File: src/rtl/ppm16_pkg.sv
// rtl/ppm16_pkg.sv - shared 16-PPM link constants, shared by ppm16_mod and ppm16_demod
// Contents: sync header symbols, header lengths, chips per symbol and the FSM state encoding.
package ppm16_pkg;

  localparam int SYNC_LEN     = 4;
  localparam int LEN_SYMS     = 2;
  localparam int SYMBOL_CHIPS = 16;

  localparam logic [3:0] SYNC_SYMBOLS [SYNC_LEN] = '{4'h0, 4'hF, 4'h5, 4'hA};

  typedef logic [1:0] ppm_state_t;
  localparam ppm_state_t ST_IDLE = 2'd0;
  localparam ppm_state_t ST_SYNC = 2'd1;
  localparam ppm_state_t ST_LEN  = 2'd2;
  localparam ppm_state_t ST_DATA = 2'd3;

  function automatic logic [3:0] sync_symbol(input logic [1:0] idx);
    return SYNC_SYMBOLS[idx];
  endfunction

endpackage

File: src/rtl/ppm16_symbol_shaper.sv
// rtl/ppm16_symbol_shaper.sv - pulse position and symbol timing flags for one 16-PPM symbol
// Ports:
//   sym           in   4  symbol being sent
//   chip_cnt      in   CHIP_W  current chip (guard chips follow chip 15 when present)
//   chip_bit_cnt  in   3  clk cycle within the current chip
//   pulse         out  1  current chip is the pulse chip of sym
//   chip_end      out  1  last clk cycle of the current chip
//   last_chip     out  1  current chip is the last chip of the symbol period
//   boundary      out  1  last clk cycle of the symbol period
module ppm16_symbol_shaper #(
  parameter int CHIP_BITS = 2,
  parameter int CHIP_W    = 4,
  parameter int LAST_CHIP = 15
) (
  input  logic [3:0]        sym,
  input  logic [CHIP_W-1:0] chip_cnt,
  input  logic [2:0]        chip_bit_cnt,
  output logic              pulse,
  output logic              chip_end,
  output logic              last_chip,
  output logic              boundary
);

  // Guard chips are numbered 16 and above, so they can never match a 4-bit symbol.
  assign pulse     = (chip_cnt == CHIP_W'(sym));
  assign chip_end  = (chip_bit_cnt == 3'(CHIP_BITS - 1));
  assign last_chip = (chip_cnt == CHIP_W'(LAST_CHIP));
  assign boundary  = chip_end & last_chip;

endmodule

File: src/rtl/ppm16_mod.sv
// rtl/ppm16_mod.sv - transmit-side 16-PPM packet modulator (SYNC, LEN, DATA framing)
// Optional guard chips after every symbol: define PPM16_MOD_GUARD_EN.
// Ports:
//   clk          in   1  clock, posedge
//   reset        in   1  asynchronous active-high reset
//   tx_start     in   1  packet start, sampled only when idle
//   data_len     in   8  data symbol count, latched on the accepted tx_start
//   din          in   4  next data symbol
//   din_valid    in   1  din holds a symbol
//   din_ready    out  1  din is taken this cycle if din_valid (combinational)
//   dout         out  1  serial chip bit, registered
//   dout_valid   out  1  high for every cycle of the packet, registered
//   tx_busy      out  1  FSM not idle
//   tx_done      out  1  pulse in the cycle after the last packet bit
//   tx_underrun  out  1  pulse when data was missing at a symbol boundary
module ppm16_mod
  import ppm16_pkg::*;
#(
  parameter int CHIP_BITS   = 2,
  parameter int GUARD_CHIPS = 4
) (
  input  logic       clk,
  input  logic       reset,
  input  logic       tx_start,
  input  logic [7:0] data_len,
  input  logic [3:0] din,
  input  logic       din_valid,
  output logic       din_ready,
  output logic       dout,
  output logic       dout_valid,
  output logic       tx_busy,
  output logic       tx_done,
  output logic       tx_underrun
);

`ifdef PPM16_MOD_GUARD_EN
  localparam int CHIP_W    = 5;
  localparam int LAST_CHIP = SYMBOL_CHIPS - 1 + GUARD_CHIPS;
`else
  localparam int CHIP_W    = 4;
  localparam int LAST_CHIP = SYMBOL_CHIPS - 1;
`endif

  if (CHIP_BITS < 1 || CHIP_BITS > 8) begin : g_bad_chip_bits
    $error("ppm16_mod: CHIP_BITS must be 1..8");
  end
  if (GUARD_CHIPS < 1 || GUARD_CHIPS > 15) begin : g_bad_guard_chips
    $error("ppm16_mod: GUARD_CHIPS must be 1..15");
  end

  ppm_state_t        state;
  logic [7:0]        len_reg;
  logic [3:0]        sym_reg;
  logic [7:0]        sym_cnt;
  logic [CHIP_W-1:0] chip_cnt;
  logic [2:0]        chip_bit_cnt;

  logic pulse, chip_end, last_chip, boundary;
  logic in_pkt, accept, more_data, underrun;

  ppm16_symbol_shaper #(
    .CHIP_BITS (CHIP_BITS),
    .CHIP_W    (CHIP_W),
    .LAST_CHIP (LAST_CHIP)
  ) u_shaper (
    .sym          (sym_reg),
    .chip_cnt     (chip_cnt),
    .chip_bit_cnt (chip_bit_cnt),
    .pulse        (pulse),
    .chip_end     (chip_end),
    .last_chip    (last_chip),
    .boundary     (boundary)
  );

  assign in_pkt  = (state != ST_IDLE);
  assign tx_busy = in_pkt;

  // The FSM is already idle while the final bit is still on dout; dout_valid and
  // tx_done hold off a new start until the cycle after tx_done.
  assign accept = (state == ST_IDLE) & tx_start & ~dout_valid & ~tx_done;

  assign more_data = ({1'b0, sym_cnt} + 9'd1) < {1'b0, len_reg};

  assign din_ready = boundary &
                     (((state == ST_LEN) & (sym_cnt == 8'(LEN_SYMS - 1)) & (len_reg != 8'd0)) |
                      ((state == ST_DATA) & more_data));

  assign underrun = din_ready & ~din_valid;

  always_ff @(posedge clk or posedge reset) begin
    if (reset) begin
      state        <= ST_IDLE;
      len_reg      <= '0;
      sym_reg      <= '0;
      sym_cnt      <= '0;
      chip_cnt     <= '0;
      chip_bit_cnt <= '0;
      dout         <= 1'b0;
      dout_valid   <= 1'b0;
      tx_done      <= 1'b0;
      tx_underrun  <= 1'b0;
    end else begin
      // Outputs lag the counters by one cycle; an underrun suppresses the
      // final bit of the symbol that was ending.
      dout        <= in_pkt & ~underrun & pulse;
      dout_valid  <= in_pkt & ~underrun;
      tx_done     <= dout_valid & ~in_pkt;
      tx_underrun <= underrun;

      if (state == ST_IDLE) begin
        if (accept) begin
          state        <= ST_SYNC;
          len_reg      <= data_len;
          sym_reg      <= sync_symbol(2'd0);
          sym_cnt      <= '0;
          chip_cnt     <= '0;
          chip_bit_cnt <= '0;
        end
      end else begin
        if (chip_end) begin
          chip_bit_cnt <= '0;
          chip_cnt     <= last_chip ? '0 : chip_cnt + CHIP_W'(1);
        end else begin
          chip_bit_cnt <= chip_bit_cnt + 3'd1;
        end

        if (boundary) begin
          case (state)
            ST_SYNC: begin
              if (sym_cnt == 8'(SYNC_LEN - 1)) begin
                state   <= ST_LEN;
                sym_cnt <= '0;
                sym_reg <= len_reg[7:4];
              end else begin
                sym_cnt <= sym_cnt + 8'd1;
                sym_reg <= sync_symbol(sym_cnt[1:0] + 2'd1);
              end
            end
            ST_LEN: begin
              if (sym_cnt != 8'(LEN_SYMS - 1)) begin
                sym_cnt <= sym_cnt + 8'd1;
                sym_reg <= len_reg[3:0];
              end else if (len_reg == 8'd0 || !din_valid) begin
                state   <= ST_IDLE;
                sym_cnt <= '0;
              end else begin
                state   <= ST_DATA;
                sym_cnt <= '0;
                sym_reg <= din;
              end
            end
            default: begin
              if (!more_data || !din_valid) begin
                state   <= ST_IDLE;
                sym_cnt <= '0;
              end else begin
                sym_cnt <= sym_cnt + 8'd1;
                sym_reg <= din;
              end
            end
          endcase
        end
      end
    end
  end

endmodule

File: config.mk
export PLATFORM = sky130hd
export DESIGN_NAME = ppm16_mod
export DESIGN_NICKNAME = d
export VERILOG_FILES = /design/src/rtl/ppm16_pkg.sv /design/src/rtl/ppm16_symbol_shaper.sv /design/src/rtl/ppm16_mod.sv
export SDC_FILE = /design/constraint.sdc
export NUM_CORES = 1
export LEC_CHECK = 0
export ABC_AREA = 1
export BUFFER_PORTS_ARGS = -buffer_cell sky130_fd_sc_hd__buf_4
export CORE_MARGIN = 2
export CORE_UTILIZATION = 45
export DETAILED_ROUTE_END_ITERATION = 8
export PLACE_DENSITY_LB_ADDON = 0.25
export SLEW_MARGIN = 40
export SYNTH_ARGS = -nofsm -noshare
export SYNTH_HDL_FRONTEND = slang
export SYNTH_SLANG_ARGS = --single-unit
File: constraint.sdc
create_clock -name clk -period 7 [get_ports clk]
set_input_delay 1.75 -clock clk [delete_from_list [all_inputs] [get_ports clk]]
set_output_delay 1.75 -clock clk [all_outputs]
set_load 0.02 [all_outputs]
==> run metrics <==
run status finished clean; Post-Syn Nets 322; Syn Inst Count 292; library cell used as clock root buffer sky130_fd_sc_hd__clkbuf_8; worst hold path class flop to flop; Area contributors post-synth sky130_fd_sc_hd__dfrtp_1, sky130_fd_sc_hd__nand2_1, sky130_fd_sc_hd__ha_1; unrepaired setup endpoints after global routing false; number of filler instances in the final layout 475; fin. max-slew vios 0; antenna violations before repair 0; Slowest cell on crit path sky130_fd_sc_hd__dfrtp_1; initial cell density of the core 46.9%; die width 74.4 um; proportion of register bits with asynchronous set or reset after synthesis 100%; Finished Cell Area 0.00252 sq mm; area growth from synthesis to layout 13.1%; start point of the critical path sym_cnt[0]; die height 74.4 um; total power density per cell area 320 mW/mm^2; count of port buffers added during placement 21; detailed-routing iteration count for the pre-antenna-repair pass 4; Antenna diodes 0; routability-driven placement congestion ratio 0.824; Via Count 1836; Iteration-0 DRC Markers 173; maximum fanout count along the critical path 8; post-synth top area cell sky130_fd_sc_hd__dfrtp_1; Fmax achieved 232 MHz; worst path setup slack after routing 2.68 ns; FF+latch count, synth 33; count of synthesis-stage warnings from yosys 0; Clock Path Buffers 2; leakage power of the design 1.34 nW; worst min-delay path startpoint chip_bit_cnt[2]; Reg clk slew, reported paths 0.07 ns; number of clock sinks seen by CTS 33; family of cells with the greatest summed delay on the critical path simple AND/OR/NAND/NOR gates; Post-CTS Hold Fix Bufs 0; worst r2r src sym_cnt[0]; final WL 4450 um; cell with the most instances after synthesis sky130_fd_sc_hd__nand2_1; ys flop type sky130_fd_sc_hd__dfrtp_1; via count of the first global-routing pass 1712; Core Area 0.00475 sq mm; final layout net count 347; ports placed on the boundary 22; ratio of cells with drive above 1 in the final layout 17.4%; Die Outline Area 0.00553 sq mm; number of synthesized flops with an enable pin 0; mapped cell area 0.00223 sq mm; total negative slack 0 ns; Worst Setup End Kind primary output; average instance area after synthesis 7.64 sq um; ratio of final minimum period to clock period 61.7%; All-Layer GR Usage 18.5%; largest net degree at the start of global routing 34; first-pass GRT wire length 7780 um; required time worst endpoint 5.25 ns; Cell Rows 25; vias per std cell 4.79; Arr. time, crit path 2.57 ns; sequential fraction of the synthesis area 37.0%; worst slew margin relative to its limit 71.3%; final clock skew 0.00383 ns; DRC violation count after routing 0; remaining global-route overflow 0; most frequent cell on the critical path sky130_fd_sc_hd__nand2_1; DP Area 0.00245 sq mm; estimated wirelength of the detail-placed design 3410 um; IR drop worst, VDD 0.199 mV; number of setup buffers added after CTS 0; number of hold violations in the final report 0; max capacitance violation total 0; commonest cells in the netlist sky130_fd_sc_hd__nand2_1, sky130_fd_sc_hd__inv_1, sky130_fd_sc_hd__dfrtp_1; combined buffer and inverter count along the critical path 4; PostCTS Resize Cnt 0; worst-case setup slack after placement 3.00 ns; number of setup violations in the final report 0; TritonCTS clock tree yes; H-tree depth 2; area fraction of the dominant cell type after synthesis 37.0%; category of the worst setup path launch point flop; post-route ant nets 0; average wire per cell in the routed design 11.6 um; clock network latency to the later pin of the worst-skew pair 0.28 ns; synth unique cells 31; total clock buffers created by CTS 5; time the final worst path needs with I/O delays and setup 4.32 ns; ordered list of cells on the worst path nand2_1 -> nor2_1 -> nand2_1 -> o21ai_0 -> o41ai_2 -> ha_1 -> nand2_1 -> inv_1 -> a21oi_1 -> nand2_1 -> inv_2 -> nand3_1 -> nand2_1 -> inv_1 -> nor2_1 -> buf_4; max incr delay on CP 0.48 ns; Worst Path Class, Setup flop to primary output; slew at the pin with the worst max-slew slack 0.430 ns
==> cell type report <==
cell class,count,area (sq um),share of cell area [%]
multi-input combinational,212,1210,48.0
inverter,43,161,6.40
clock buffer,5,68.8,2.73
clock inverter,1,5.00,0.199
tap,67,83.8,3.33
timing repair buffer,22,165,6.55
sequential,33,826,32.8
==> per-layer routing <==
metal / track usage [%] / routed length, um
met1: 27.1 / 2340
met2: 27.2 / 1860
met3: 4.74 / 201
met4: 4.56 / 49
met5: 0 / 0
==> metrics by stage <==
step / hold WS [ns] / utilization, % / cells / power, mW
floorplan: 0.450 / - / 292 / 0.595
global placement: 0.468 / 51.5 / 377 / 0.675
detailed placement: 0.486 / 51.5 / 377 / 0.679
CTS: 0.496 / 53.0 / 383 / 0.816
global route: 0.522 / 53.0 / 383 / 0.892
finish: 0.487 / 53.0 / 383 / 0.807
==> power by group <==
part           switching (mW)  leakage [nW]  internal (mW)
combinational           0.240         0.866          0.137
sequential             0.0461         0.433          0.251
clock                  0.0671        0.0399         0.0654
total                   0.353          1.34          0.454
==> final timing paths <==
check / cells after the start / slack, ns / to
worst min-delay path: 1 / 0.49 / chip_bit_cnt[2]
worst min register to register: 1 / 0.49 / chip_bit_cnt[2]
worst max register to register: 15 / 4.51 / sym_cnt[4]
max in group asynchronous: 3 / 5.13 / state[0]
min in group asynchronous: 3 / 1.56 / len_reg[5]
worst max-delay path: 16 / 2.68 / din_ready
==> kinds of logic after synthesis <==
group / Yosys count / share of synthesized area (%)
flip-flops: 33 / 37.0
buffers and inverters: 47 / 8.64
AO/OA/AOI/OAI: 29 / 8.64
adder cells (fa/ha/maj): 14 / 7.86
AND/OR/NAND/NOR: 158 / 33.5
XOR/XNOR: 11 / 4.32
==> cell usage in the layout, fill, tap and decap left out <==
cell type and count:
sky130_fd_sc_hd__nand2_1 96, sky130_fd_sc_hd__inv_1 41, sky130_fd_sc_hd__dfrtp_1 33, sky130_fd_sc_hd__nand3_1 22, sky130_fd_sc_hd__buf_4 22, sky130_fd_sc_hd__o21ai_0 17
sky130_fd_sc_hd__ha_1 14, sky130_fd_sc_hd__nor2_1 13, sky130_fd_sc_hd__xnor2_1 6, sky130_fd_sc_hd__xor2_1 5, sky130_fd_sc_hd__nand4_1 5, sky130_fd_sc_hd__clkbuf_8 5
sky130_fd_sc_hd__a21oi_1 4, sky130_fd_sc_hd__nand3_2 4, sky130_fd_sc_hd__nor2_2 4, sky130_fd_sc_hd__nand2_2 4, sky130_fd_sc_hd__nor2_4 4, sky130_fd_sc_hd__inv_2 2
sky130_fd_sc_hd__o21ai_2 2, sky130_fd_sc_hd__a21oi_4 2, sky130_fd_sc_hd__and3_4 1, sky130_fd_sc_hd__nand3b_2 1, sky130_fd_sc_hd__a31oi_1 1, sky130_fd_sc_hd__nand3_4 1
sky130_fd_sc_hd__o21ai_1 1, sky130_fd_sc_hd__o41ai_2 1, sky130_fd_sc_hd__nor3_1 1, sky130_fd_sc_hd__nor3_2 1, sky130_fd_sc_hd__or2_0 1, sky130_fd_sc_hd__a32o_1 1
sky130_fd_sc_hd__clkinv_2 1
(Power assumes the default switching activity.)
